--- config.mk ---
export PLATFORM = sky130hd
export DESIGN_NAME = rtc_bus_cycle
export DESIGN_NICKNAME = d
export VERILOG_FILES = /design/src/rtl/rtc_bus_cycle.sv
export SDC_FILE = /design/constraint.sdc
export NUM_CORES = 1
export LEC_CHECK = 0
export ABC_CLOCK_PERIOD_IN_PS = 1500
export CORE_UTILIZATION = 28
export DETAILED_ROUTE_END_ITERATION = 7
export SYNTH_ARGS = -nofsm -noshare
export SYNTH_HDL_FRONTEND = slang
export SYNTH_SLANG_ARGS = --single-unit
export TNS_END_PERCENT = 30
--- constraint.sdc ---
create_clock -name clk -period 1.5 [get_ports clk]
set_input_delay 0.3 -clock clk [delete_from_list [all_inputs] [get_ports clk]]
set_output_delay 0.3 -clock clk [all_outputs]
set_load 0.005 [all_outputs]
--- src/rtl/rtc_bus_cycle.sv ---
// rtc_bus_cycle: single read/write transaction engine for the RTC mux AD bus.
// Optional: define RTC_READBACK_EN to verify each write with an automatic read.
module rtc_bus_cycle #(
    parameter int PH_CYCLES = 8,
    parameter int DATA_W    = 8
) (
    input  logic              clk,
    input  logic              Reset,
    input  logic              start,
    input  logic              rw,
    input  logic [DATA_W-1:0] addr,
    input  logic [DATA_W-1:0] wdata,
    output logic [DATA_W-1:0] rdata,
    output logic              busy,
    output logic              done,
    output logic              err,
    output logic              cs_n,
    output logic              rd_n,
    output logic              wr_n,
    output logic              ad_sel,
    output logic [DATA_W-1:0] ad_out,
    output logic              ad_oe,
    input  logic [DATA_W-1:0] ad_in
);

    localparam int            CW   = $clog2(PH_CYCLES);
    localparam logic [CW-1:0] LAST = CW'(PH_CYCLES - 1);

    typedef enum logic [2:0] {
        S_IDLE,
        S_ADDR,
        S_GAP1,
        S_DATA,
        S_GAP2
    } state_t;

    state_t            state_q;
    state_t            state_d;
    logic [CW-1:0]     cnt_q;
    logic [CW-1:0]     cnt_d;
    logic [CW-1:0]     cnt_inc;
    logic              fin_q;
    logic              fin_d;
    logic              vfy_q;
    logic              vfy_d;
    logic              rw_q;
    logic [DATA_W-1:0] addr_q;
    logic [DATA_W-1:0] wdata_q;
    logic              accept;
    logic              sample;
    logic              rd_cyc;
    logic              ph_end;

    logic              cs_n_d;
    logic              rd_n_d;
    logic              wr_n_d;
    logic              ad_sel_d;
    logic              ad_oe_d;
    logic [DATA_W-1:0] ad_out_d;

    assign ph_end  = (cnt_q == LAST);
    assign cnt_inc = ph_end ? '0 : cnt_q + 1'b1;
    // The readback pass reuses the read data phase of a write transaction.
    assign rd_cyc  = rw_q | vfy_q;

    // State and phase counter register.
    always_ff @(posedge clk or posedge Reset) begin
        if (Reset) begin
            state_q <= S_IDLE;
            cnt_q   <= '0;
            fin_q   <= 1'b0;
            vfy_q   <= 1'b0;
        end else begin
            state_q <= state_d;
            cnt_q   <= cnt_d;
            fin_q   <= fin_d;
            vfy_q   <= vfy_d;
        end
    end

    // Next-state logic: each bus phase lasts PH_CYCLES clocks.
    always_comb begin
        state_d = state_q;
        cnt_d   = cnt_q;
        fin_d   = 1'b0;
        vfy_d   = vfy_q;
        accept  = 1'b0;
        sample  = 1'b0;
        unique case (state_q)
            S_IDLE: begin
                cnt_d = '0;
                if (start) begin
                    accept  = 1'b1;
                    vfy_d   = 1'b0;
                    state_d = S_ADDR;
                end
            end
            S_ADDR: begin
                cnt_d = cnt_inc;
                if (ph_end) state_d = S_GAP1;
            end
            S_GAP1: begin
                cnt_d = cnt_inc;
                if (ph_end) state_d = S_DATA;
            end
            S_DATA: begin
                cnt_d = cnt_inc;
                if (ph_end) begin
                    state_d = S_GAP2;
                    sample  = rd_cyc;
                end
            end
            S_GAP2: begin
                cnt_d = cnt_inc;
                if (ph_end) begin
`ifdef RTC_READBACK_EN
                    if (!rw_q && !vfy_q) begin
                        state_d = S_ADDR;
                        vfy_d   = 1'b1;
                    end else begin
                        state_d = S_IDLE;
                        fin_d   = 1'b1;
                    end
`else
                    state_d = S_IDLE;
                    fin_d   = 1'b1;
`endif
                end
            end
            default: begin
                state_d = S_IDLE;
                cnt_d   = '0;
            end
        endcase
    end

    // Pin strobe decode for the current phase, registered below.
    always_comb begin
        cs_n_d   = 1'b1;
        rd_n_d   = 1'b1;
        wr_n_d   = 1'b1;
        ad_sel_d = 1'b0;
        ad_oe_d  = 1'b0;
        ad_out_d = '0;
        unique case (state_q)
            S_ADDR: begin
                cs_n_d   = 1'b0;
                wr_n_d   = 1'b0;
                ad_oe_d  = 1'b1;
                ad_out_d = addr_q;
            end
            S_GAP1: begin
                cs_n_d   = 1'b0;
                ad_oe_d  = 1'b1;
                ad_out_d = addr_q;
            end
            S_DATA: begin
                cs_n_d   = 1'b0;
                ad_sel_d = 1'b1;
                if (rd_cyc) begin
                    rd_n_d = 1'b0;
                end else begin
                    wr_n_d   = 1'b0;
                    ad_oe_d  = 1'b1;
                    ad_out_d = wdata_q;
                end
            end
            default: begin
            end
        endcase
    end

    // Request latch, loaded only when a start is accepted in IDLE.
    always_ff @(posedge clk or posedge Reset) begin
        if (Reset) begin
            rw_q    <= 1'b0;
            addr_q  <= '0;
            wdata_q <= '0;
        end else if (accept) begin
            rw_q    <= rw;
            addr_q  <= addr;
            wdata_q <= wdata;
        end
    end

    // Registered pin outputs, status and read data capture.
    always_ff @(posedge clk or posedge Reset) begin
        if (Reset) begin
            cs_n   <= 1'b1;
            rd_n   <= 1'b1;
            wr_n   <= 1'b1;
            ad_sel <= 1'b0;
            ad_oe  <= 1'b0;
            ad_out <= '0;
            busy   <= 1'b0;
            done   <= 1'b0;
            rdata  <= '0;
        end else begin
            cs_n   <= cs_n_d;
            rd_n   <= rd_n_d;
            wr_n   <= wr_n_d;
            ad_sel <= ad_sel_d;
            ad_oe  <= ad_oe_d;
            ad_out <= ad_out_d;
            busy   <= (state_d != S_IDLE);
            done   <= fin_q;
            if (sample) rdata <= ad_in;
        end
    end

`ifdef RTC_READBACK_EN
    // Write-verify result, updated together with done.
    always_ff @(posedge clk or posedge Reset) begin
        if (Reset) begin
            err <= 1'b0;
        end else if (fin_q && vfy_q) begin
            err <= (rdata != wdata_q);
        end
    end
`else
    assign err = 1'b0;
`endif

endmodule

==> flow_metrics.py, run 1 <==
metrics = {
    "timing": {
        "layout_worst_path_cycle_share": 0.977,
        "hold_violations": 0,
        "max_freq_mhz": 683,
        "period_needed_ns": 1.46,
        "skew_ns": 0.00524,
        "final-setup-viol-count": 0,
        "layout_setup_ws_ns": 0.0352,
        "hold_ws_ns": 0.355,
        "final_max_slew_viol_count": 0,
        "rsz0062_at_grt": "yes",
    },
    "worst_hold_path": {
        "hp-class": "input port to async pin",
    },
    "synth": {
        "ys_types": 30,
        "synth_top_cell_by_area": "dfrtp_1",
        "synth-async-reset-ratio": 1.00,
        "ys_top_cells_by_area": "dfrtp_1, mux2_2, mux2_4",
        "yosysSeqAreaShare": 0.628,
        "synth_nets": 159,
        "synth_ff_type": "dfrtp_1",
        "avgSynthCellArea_um2": 14.6,
        "syn_inst": 129,
        "yosysMostFrequentCell": "dfrtp_1",
        "yosys.area.top_type_share": 0.586,
        "synth-seq-cells": 47,
        "synth-edff-count": 0,
        "netlist_area_mm2": 0.00188,
        "yosysWarnings": 0,
        "synthTopCellsByCount": "dfrtp_1, mux2_2, mux2_4, nor2_1, a22oi_1",
    },
    "grt": {
        "grt_pass1_vias": 1243,
        "grt_use_total": 0.111,
        "grt_max_degree": 48,
        "grt_pass1_wl_um": 6060,
        "antenna_found_initial": 0,
        "grt-ovfl-total": 0,
    },
    "finish": {
        "nets": 218,
        "layout-drive-gt1-share": 0.286,
        "fin_util": 0.408,
        "area_delta_synth_final_pct": 39.6,
        "instances_no_fill": 266,
        "diodes": 0,
    },
    "clock_tree": {
        "h-tree-depth": 2,
        "cts-root-buf": "clkbuf_8",
        "clk_pin_slew_ns": 0.08,
        "numCtsBuffers": 5,
        "clkSinkCount": 47,
        "insertion_delay_ns": 0.29,
        "clockBufferDepth": 2,
        "cts_tree": "yes",
        "cts-hold-fix-buffers": 0,
    },
    "power": {
        "combPwrFrac": 0.365,
        "leakage_nw": 1.16,
        "switchingPower_mw": 1.27,
        "clockPowerShare": 0.164,
        "p_sw_frac": 0.286,
        "seqPwrFrac": 0.472,
        "vdd_drop_max_mv": 0.847,
        "power.internal_mw": 3.18,
        "powerDensity_mw_per_mm2": 1700,
    },
    "place": {
        "place_ws_ns": -0.215,
        "dpl.hpwl_um": 2440,
        "place_inst": 258,
        "routabilityCongestion": 0.735,
        "io_buffers": 50,
    },
    "die": {
        "io_pins": 52,
        "dieArea_mm2": 0.00704,
        "die_w_um": 83.9,
        "core_mm2": 0.00642,
        "die_y_um": 83.9,
        "start_util": 0.292,
        "rows": 29,
    },
    "worst_setup_path": {
        "start_kind": "flop",
        "path_class": "flop to flop",
        "required_ns": 1.68,
        "crit_path_max_fanout": 17,
        "cp-end-kind": "flop",
        "arrival_ns": 1.64,
    },
    "run_status": {
        "violations": "DRC",
        "status": "finished, violations left",
    },
    "drt": {
        "drc": 10,
        "ant_nets": 0,
        "drtIter0Drc": 69,
        "dr.pass1.iters": 6,
        "viasPerCell": 4.46,
        "dr_total_vias": 1187,
        "routedWlPerCell_um": 13.3,
        "routed_wl_um": 3540,
    },
    "job": {
        "drv_cap": 0,
    },
}
-- repair_timing --
item / 4_1_cts / 5_1_grt
buffers inserted: 0 / 0
hold endpoints to repair: 0 / 0
endpoints found under the setup margin: 11 / 29
gates resized for setup: 4 / 8
-- power groups by stage --
stage          clock network [mW]  registers, mW  logic, mW
3_3_place_gp                    0           2.10       1.64
6_report                    0.727           2.10       1.62
2_1_floorplan                   0           2.02       1.00
3_5_place_dp                    0           2.10       1.67
5_1_grt                     0.832           2.16       1.81
4_1_cts                     0.773           2.10       1.66
-- placed cells by master (no fill, tap or decap), types with 2 or more instances in the layout --
master and count:
clkdlybuf4s50_1 44, dfrtp_1 41, mux2_2 15, mux2_4 10, nor2_1 10, buf_4 9
a22oi_1 8, nand2_1 6, clkbuf_8 5, dfstp_2 3, dlymetal6s2s_1 3, dlygate4sd2_1 3
dfrtp_2 3, and3b_1 2, and2_1 2, nand3b_1 2, a31oi_1 2, clkbuf_1 2
buf_12 2
-- logic make-up (layout without fill, tap and decap cells) --
| family | after synthesis | after routing | synth area share |
|---|---|---|---|
| XOR/XNOR | 3 | 3 | 0.0140 |
| multiplexers | 25 | 25 | 0.170 |
| AND/OR/NAND/NOR | 29 | 29 | 0.0906 |
| other | 1 | 1 | 0.00200 |
| adder cells (fa/ha/maj) | 2 | 2 | 0.0133 |
| buffers and inverters | 10 | 70 | 0.0373 |
| flip-flops | 47 | 47 | 0.628 |
| AO/OA/AOI/OAI | 12 | 12 | 0.0446 |
-- path summary, 6_finish.rpt --
| kind | start | slack (ns) | cells past startpoint | endpoint |
|---|---|---|---|---|
| max | state_q[1]$_DFF_PP0_ | 0.04 | 3 | addr_q[4]$_DFFE_PP0P_ |
| min | Reset | 0.36 | 3 | rdata[7]$_DFFE_PP0P_ |
| max reg2reg | state_q[1]$_DFF_PP0_ | 0.04 | 3 | addr_q[4]$_DFFE_PP0P_ |
| min reg2reg | fin_q$_DFF_PP0_ | 0.36 | 0 | done$_DFF_PP0_ |
| max in group asynchronous | Reset | 0.88 | 3 | cs_n$_DFF_PP1_ |
| min in group clk | fin_q$_DFF_PP0_ | 0.36 | 0 | done$_DFF_PP0_ |
-- registers in the layout, indices dropped and copies added (netlist names) --
| signal | flops |
|---|---|
| rdata | 8 |
| addr_q | 8 |
| ad_sel | 1 |
| wdata_q | 8 |
| rd_n | 1 |
| fin_q | 1 |
| done | 1 |
| state_q | 3 |
| busy | 1 |
| rw_q | 1 |
| ad_out | 8 |
| cs_n | 1 |
| ad_oe | 1 |
| wr_n | 1 |
| cnt_q | 3 |
-- layout make-up --
class	instances	area, µm²
clock inverters	1	5.00
clock buffers	7	76.3
flip-flops and latches	47	1180
repair buffers	61	612
well taps	77	96.3
inverters	1	3.75
multi-input cells	72	646
fillers	612	3800
-- stage by stage --
step	setup TNS, ns	cell area [µm²]	total power [mW]
6_report	0	2620	4.45
3_3_place_gp	-3.19	2520	3.74
3_5_place_dp	-3.31	2520	3.77
5_1_grt	-0.136	2620	4.81
4_1_cts	-0.0618	2600	4.53
2_1_floorplan	-1.26	1880	3.02
-- layer usage --
layer,share of wire,GRT usage
met1,0.48,0.150
met2,0.44,0.175
met3,0.064,0.0297
met4,0.010,0.0329
met5,0,0
-- worst max-delay path, cell delays in order, from the launching register on --
cell and delay (ns):
dfrtp_2 0.48, nor4b_4 0.32, buf_12 0.21, mux2_2 0.34
Note: power is estimated with default switching activity, not from simulation.
==> run 2, diff against run 1 <==
ABC_CLOCK_PERIOD_IN_PS = 1200   (was 1500)
CORE_MARGIN = 5   (was unset)
CTS_CLUSTER_SIZE = 14   (was unset)
clock period = 1.2 ns   (was 1.5 ns; I/O delays follow)
==> run 2 against run 1 <==
  * The run ends with setup timing left
  * Via count grew 0.25%
  * Hold slack lost 0.061 ns
  * Sequential power grew 26%
  * Critical path type unchanged
  * Core utilization grew 1.7 points
  * First-iteration DRC count shrank 12%
  * Wire length grew 9.0%
  * Critical path depth is the same
  * Clock power grew 65%
==> flow_metrics.py, run 2 (synthesis results as in run 1) <==
metrics = {
    "timing": {
        "hold_violations": 0,
        "skew_ns": 0.00626,
        "max_freq_mhz": 681,
        "period_needed_ns": 1.47,
        "layout_setup_ws_ns": -0.269,
        "final_max_slew_viol_count": 0,
        "layout_worst_path_cycle_share": 1.22,
        "rsz0062_at_grt": "yes",
        "final-setup-viol-count": 38,
    },
    "die": {
        "core_mm2": 0.00642,
        "start_util": 0.292,
        "die_y_um": 91.9,
        "dieArea_mm2": 0.00845,
        "io_pins": 52,
        "rows": 29,
        "die_w_um": 91.9,
    },
    "place": {
        "dpl.hpwl_um": 2630,
        "routabilityCongestion": 0.700,
        "place_inst": 259,
        "io_buffers": 50,
    },
    "worst_setup_path": {
        "r2r-start": "state_q[1]$_DFF_PP0_",
        "crit_path_max_fanout": 17,
        "arrival_ns": 1.65,
        "crit_start": "state_q[1]$_DFF_PP0_",
        "path_class": "flop to flop",
        "required_ns": 1.38,
        "cp-end-kind": "flop",
        "start_kind": "flop",
    },
    "power": {
        "clockPowerShare": 0.200,
        "power_mw": 5.98,
        "powerDensity_mw_per_mm2": 2190,
        "power.internal_mw": 4.28,
        "seqPwrFrac": 0.442,
        "switchingPower_mw": 1.69,
        "vdd_drop_max_mv": 0.895,
        "p_sw_frac": 0.283,
        "leakage_nw": 1.21,
        "combPwrFrac": 0.358,
    },
    "drt": {
        "dr_total_vias": 1190,
        "routed_wl_um": 3860,
        "dr.pass1.iters": 4,
        "drtIter0Drc": 61,
        "viasPerCell": 4.46,
        "ant_nets": 0,
        "routedWlPerCell_um": 14.5,
        "drc": 0,
    },
    "grt": {
        "antenna_found_initial": 0,
        "grt_pass1_vias": 1258,
        "grt_pass1_wl_um": 6490,
        "grt_max_degree": 48,
        "grt-ovfl-total": 0,
        "grt_use_total": 0.0971,
    },
    "clock_tree": {
        "numCtsBuffers": 5,
        "clockBufferDepth": 2,
        "postCtsSetupBuffers": 0,
        "cts-root-buf": "clkbuf_8",
        "h-tree-depth": 2,
        "insertion_delay_ns": 0.30,
        "clk_pin_slew_ns": 0.09,
        "cts_tree": "yes",
        "clkSinkCount": 47,
    },
    "run_status": {
        "status": "finished, violations left",
        "violations": "setup timing",
    },
    "finish": {
        "instances_no_fill": 267,
        "final_common_cell": "dfrtp_1",
        "diodes": 0,
        "final_cell_mix": "dfrtp_1, clkdlybuf4s50_1, mux2_4",
        "area_delta_synth_final_pct": 45.5,
        "nets": 219,
        "layout-drive-gt1-share": 0.347,
    },
    "worst_hold_path": {
        "hp-class": "input port to async pin",
    },
    "job": {
        "drv_cap": 0,
    },
}
-- run 2: cell count changes in the layout (fill, tap and decap cells not counted), sizes merged --
cell | previous run | this run
clkdlybuf4s15 | 0 | 18
clkdlybuf4s50 | 44 | 27
buf | 11 | 15
dlymetal6s2s | 3 | 0
dlygate4sd2 | 3 | 1
bufinv | 0 | 1
-- run 2: final timing paths --
path | depth (start not counted) | endpoint | slack (ns)
max | 3 | addr_q[4]$_DFFE_PP0P_ | -0.27
min | 3 | ad_out[2]$_DFF_PP0_ | 0.29
max reg2reg | 3 | addr_q[4]$_DFFE_PP0P_ | -0.27
min reg2reg | 0 | done$_DFF_PP0_ | 0.36
max in group asynchronous | 3 | cs_n$_DFF_PP1_ | 0.64
min in group clk | 0 | done$_DFF_PP0_ | 0.36
-- run 2: layout make-up --
cell class | count | area (µm²)
well taps | 77 | 96.3
multi-input cells | 72 | 717
repair buffers | 62 | 614
inverters | 1 | 3.75
fillers | 600 | 3690
clock inverters | 2 | 35.0
flip-flops and latches | 47 | 1180
clock buffers | 6 | 82.6
-- run 2: repair_timing --
| action | in CTS | in global routing |
|---|---|---|
| setup endpoints to repair | 66 | 58 |
| pin swaps | 1 | 1 |
| resized for setup | 48 | 21 |
| hold buffers | 0 | 0 |
-- run 2: worst max-delay path, stage by stage, from the launching register on --
cell and delay [ns]:
dfrtp_2 0.48, nor4b_4 0.32, buf_12 0.21, mux2_2 0.34
-- run 2: power groups by stage --
stage | Combinational (mW) | Clock, mW | Sequential, mW
floorplan | 1.30 | 0 | 2.53
global placement | 2.16 | 0 | 2.61
finish | 2.14 | 1.20 | 2.64
detailed placement | 2.20 | 0 | 2.61
CTS | 2.11 | 1.25 | 2.62
global route | 2.37 | 1.32 | 2.73
-- run 2: through the flow --
stage / utilization / setup slack [ns] / hold slack, ns / TNS (ns) / area, µm²
after floorplan: - / -0.413 / 0.331 / -14.41 / 1930
after global placement: 0.400 / -0.445 / 0.333 / -12.44 / 2570
after detailed placement: 0.400 / -0.450 / 0.336 / -12.69 / 2570
after CTS: 0.419 / -0.269 / 0.292 / -6.57 / 2690
after global routing: 0.425 / -0.311 / 0.319 / -8.20 / 2730
final: 0.425 / -0.269 / 0.295 / -6.24 / 2730
-- run 2: layer usage --
metal / wire length, µm / up-vias / GRT usage / share of wire
met4: 38 / 0 / 0.0334 / 0.0098
li1: - / 557 / - / -
met2: 1680 / 48 / 0.139 / 0.43
met1: 1840 / 580 / 0.134 / 0.48
met3: 308 / 5 / 0.0385 / 0.080
met5: 0 / - / 0 / 0
==> run 3, diff against run 2 <==
REMOVE_ABC_BUFFERS = 1   (was unset)
==> run 3 against run 2 <==
  * The flow still finishes with violations (setup timing)
  * Die area stayed put
  * Setup slack worse by 0.0068 ns
  * Design area is 4.6% higher
  * Flip-flop and latch count stayed put
  * Clock power is 23% lower
  * Critical endpoint is now wdata_q[0]$_DFFE_PP0P_
  * Largest cell class unchanged
  * Largest power group unchanged
  * Highest routed layer unchanged
==> flow_metrics.py, run 3 (synthesis results as in run 1) <==
metrics = {
    "finish": {
        "layout-drive-gt1-share": 0.395,
        "instances_no_fill": 277,
        "diodes": 0,
        "nets": 229,
        "area_delta_synth_final_pct": 52.2,
        "final_common_cell": "dfrtp_1",
        "final_area_mm2": 0.00286,
        "final_cell_mix": "dfrtp_1, clkdlybuf4s50_1, mux2_4",
    },
    "timing": {
        "rsz0062_at_grt": "yes",
        "hold_violations": 0,
        "layout_worst_path_cycle_share": 1.23,
        "layout_setup_ws_ns": -0.276,
        "final_max_slew_viol_count": 0,
        "max_freq_mhz": 678,
        "period_needed_ns": 1.48,
        "skew_ns": 0.00908,
        "hold_ws_ns": 0.199,
        "final-setup-viol-count": 36,
    },
    "worst_hold_path": {
        "hp-class": "input port to async pin",
    },
    "drt": {
        "routedWlPerCell_um": 14.9,
        "wl_met3_um": 265,
        "routed_wl_um": 4130,
        "viasPerCell": 4.41,
        "dr.pass1.iters": 4,
        "wl_met1_um": 1850,
        "met2_length_um": 1950,
        "dr_total_vias": 1221,
        "top_layer": "met4",
        "drtIter0Drc": 30,
        "ant_nets": 0,
        "drc": 0,
    },
    "die": {
        "start_util": 0.292,
        "die_w_um": 91.9,
        "rows": 29,
        "dieArea_mm2": 0.00845,
        "core_mm2": 0.00642,
        "die_y_um": 91.9,
        "io_pins": 52,
    },
    "worst_setup_path": {
        "reg2reg_to": "wdata_q[0]$_DFFE_PP0P_",
        "r2r-start": "state_q[0]$_DFF_PP0_",
        "slowest_delay_ns": 0.46,
        "cpMaxStageDelayCell": "dfrtp_2",
        "rrSetupSlack_ns": -0.28,
        "arrival_ns": 1.66,
        "required_ns": 1.39,
        "crit_path_max_fanout": 8,
        "r2r_cells": 4,
        "cp-end-kind": "flop",
        "path_class": "flop to flop",
        "start_kind": "flop",
        "worstPathCellList": "nor4b_4 -> buf_4 -> clkbuf_16 -> mux2_4",
    },
    "job": {
        "drv_cap": 0,
    },
    "place": {
        "place_inst": 264,
        "place_area_mm2": 0.00259,
        "routabilityCongestion": 0.726,
        "dpl.hpwl_um": 2750,
        "io_buffers": 50,
    },
    "power": {
        "powerDensity_mw_per_mm2": 2120,
        "leakage_nw": 1.26,
        "vdd_drop_max_mv": 0.931,
    },
    "grt": {
        "grt_pass1_wl_um": 6670,
        "grt_use_total": 0.100,
        "grt_pass1_vias": 1377,
        "grt_max_degree": 18,
        "antenna_found_initial": 0,
        "grt-ovfl-total": 0,
    },
    "clock_tree": {
        "clk_pin_slew_ns": 0.08,
        "cts_tree": "yes",
        "numCtsBuffers": 5,
        "cts-root-buf": "clkbuf_8",
        "h-tree-depth": 2,
        "insertion_delay_ns": 0.30,
        "clkSinkCount": 47,
        "clockBufferDepth": 2,
    },
    "run_status": {
        "violations": "setup timing",
        "status": "finished, violations left",
    },
}
[run 3: cell count changes in the layout (fill, tap and decap cells not counted), sizes merged]
cell and delta:
clkdlybuf4s15 -5, buf +9, bufinv -1, dlygate4sd2 +6
clkbuf +1
[run 3: cell type report]
class	instances	area [µm²]
Sequential cell	47	1180
Clock buffer	7	76.3
Inverter	1	3.75
Fill cell	588	3560
Clock inverter	1	5.00
Tap cell	77	96.3
Timing Repair Buffer	72	757
Multi-Input combinational cell	72	736
[run 3: metrics by stage]
step                total power, mW  utilization  TNS [ns]  setup slack (ns)
finish                         6.07        0.445     -6.84            -0.276
global route                   6.48        0.445     -8.73            -0.322
global placement               4.79        0.403    -12.64            -0.444
detailed placement             4.83        0.403    -13.37            -0.456
floorplan                      3.68            -    -22.18            -0.816
CTS                            5.99        0.433     -6.52            -0.265
[run 3: repair_timing]
action / CTS / global route
hold buffers: 0 / 0
endpoints found under the setup margin: 63 / 49
pin swaps: 5 / 3
gates cloned: 0 / 1
setup buffers: 3 / 1
resized for setup: 64 / 15
[run 3: metal layers]
layer,up-vias,GRT usage
met5,-,0
met4,0,0.0408
met3,7,0.0319
met2,39,0.161
met1,598,0.126
li1,577,-
[run 3: where the power goes]
part | total, mW | switching, mW | internal (mW)
Clock | 0.928 | 0.518 | 0.410
Sequential | 2.62 | 0.375 | 2.25
Combinational | 2.52 | 0.919 | 1.60
Total | 6.07 | 1.81 | 4.25
[run 3: worst max-delay path by stage]
stage / slack [ns] / start / cells after the start / end
after global routing: -0.32 / state_q[0]$_DFF_PP0_ / 4 / addr_q[0]$_DFFE_PP0P_
final: -0.28 / state_q[0]$_DFF_PP0_ / 4 / wdata_q[0]$_DFFE_PP0P_
after global placement: -0.44 / start / 4 / addr_q[1]$_DFFE_PP0P_
after CTS: -0.27 / state_q[2]$_DFF_PP0_ / 3 / addr_q[0]$_DFFE_PP0P_
after floorplan: -0.82 / state_q[2]$_DFF_PP0_ / 2 / addr_q[0]$_DFFE_PP0P_
after detailed placement: -0.46 / start / 4 / addr_q[2]$_DFFE_PP0P_
[run 3: worst max-delay path, delay by kind of cell, from the launching register on]
| family | cells | cell delay (ns) |
|---|---|---|
| buffers and inverters | 2 | 0.34 |
| DFF | 1 | 0.46 |
| muxes | 1 | 0.29 |
| and+or+nand+nor | 1 | 0.27 |
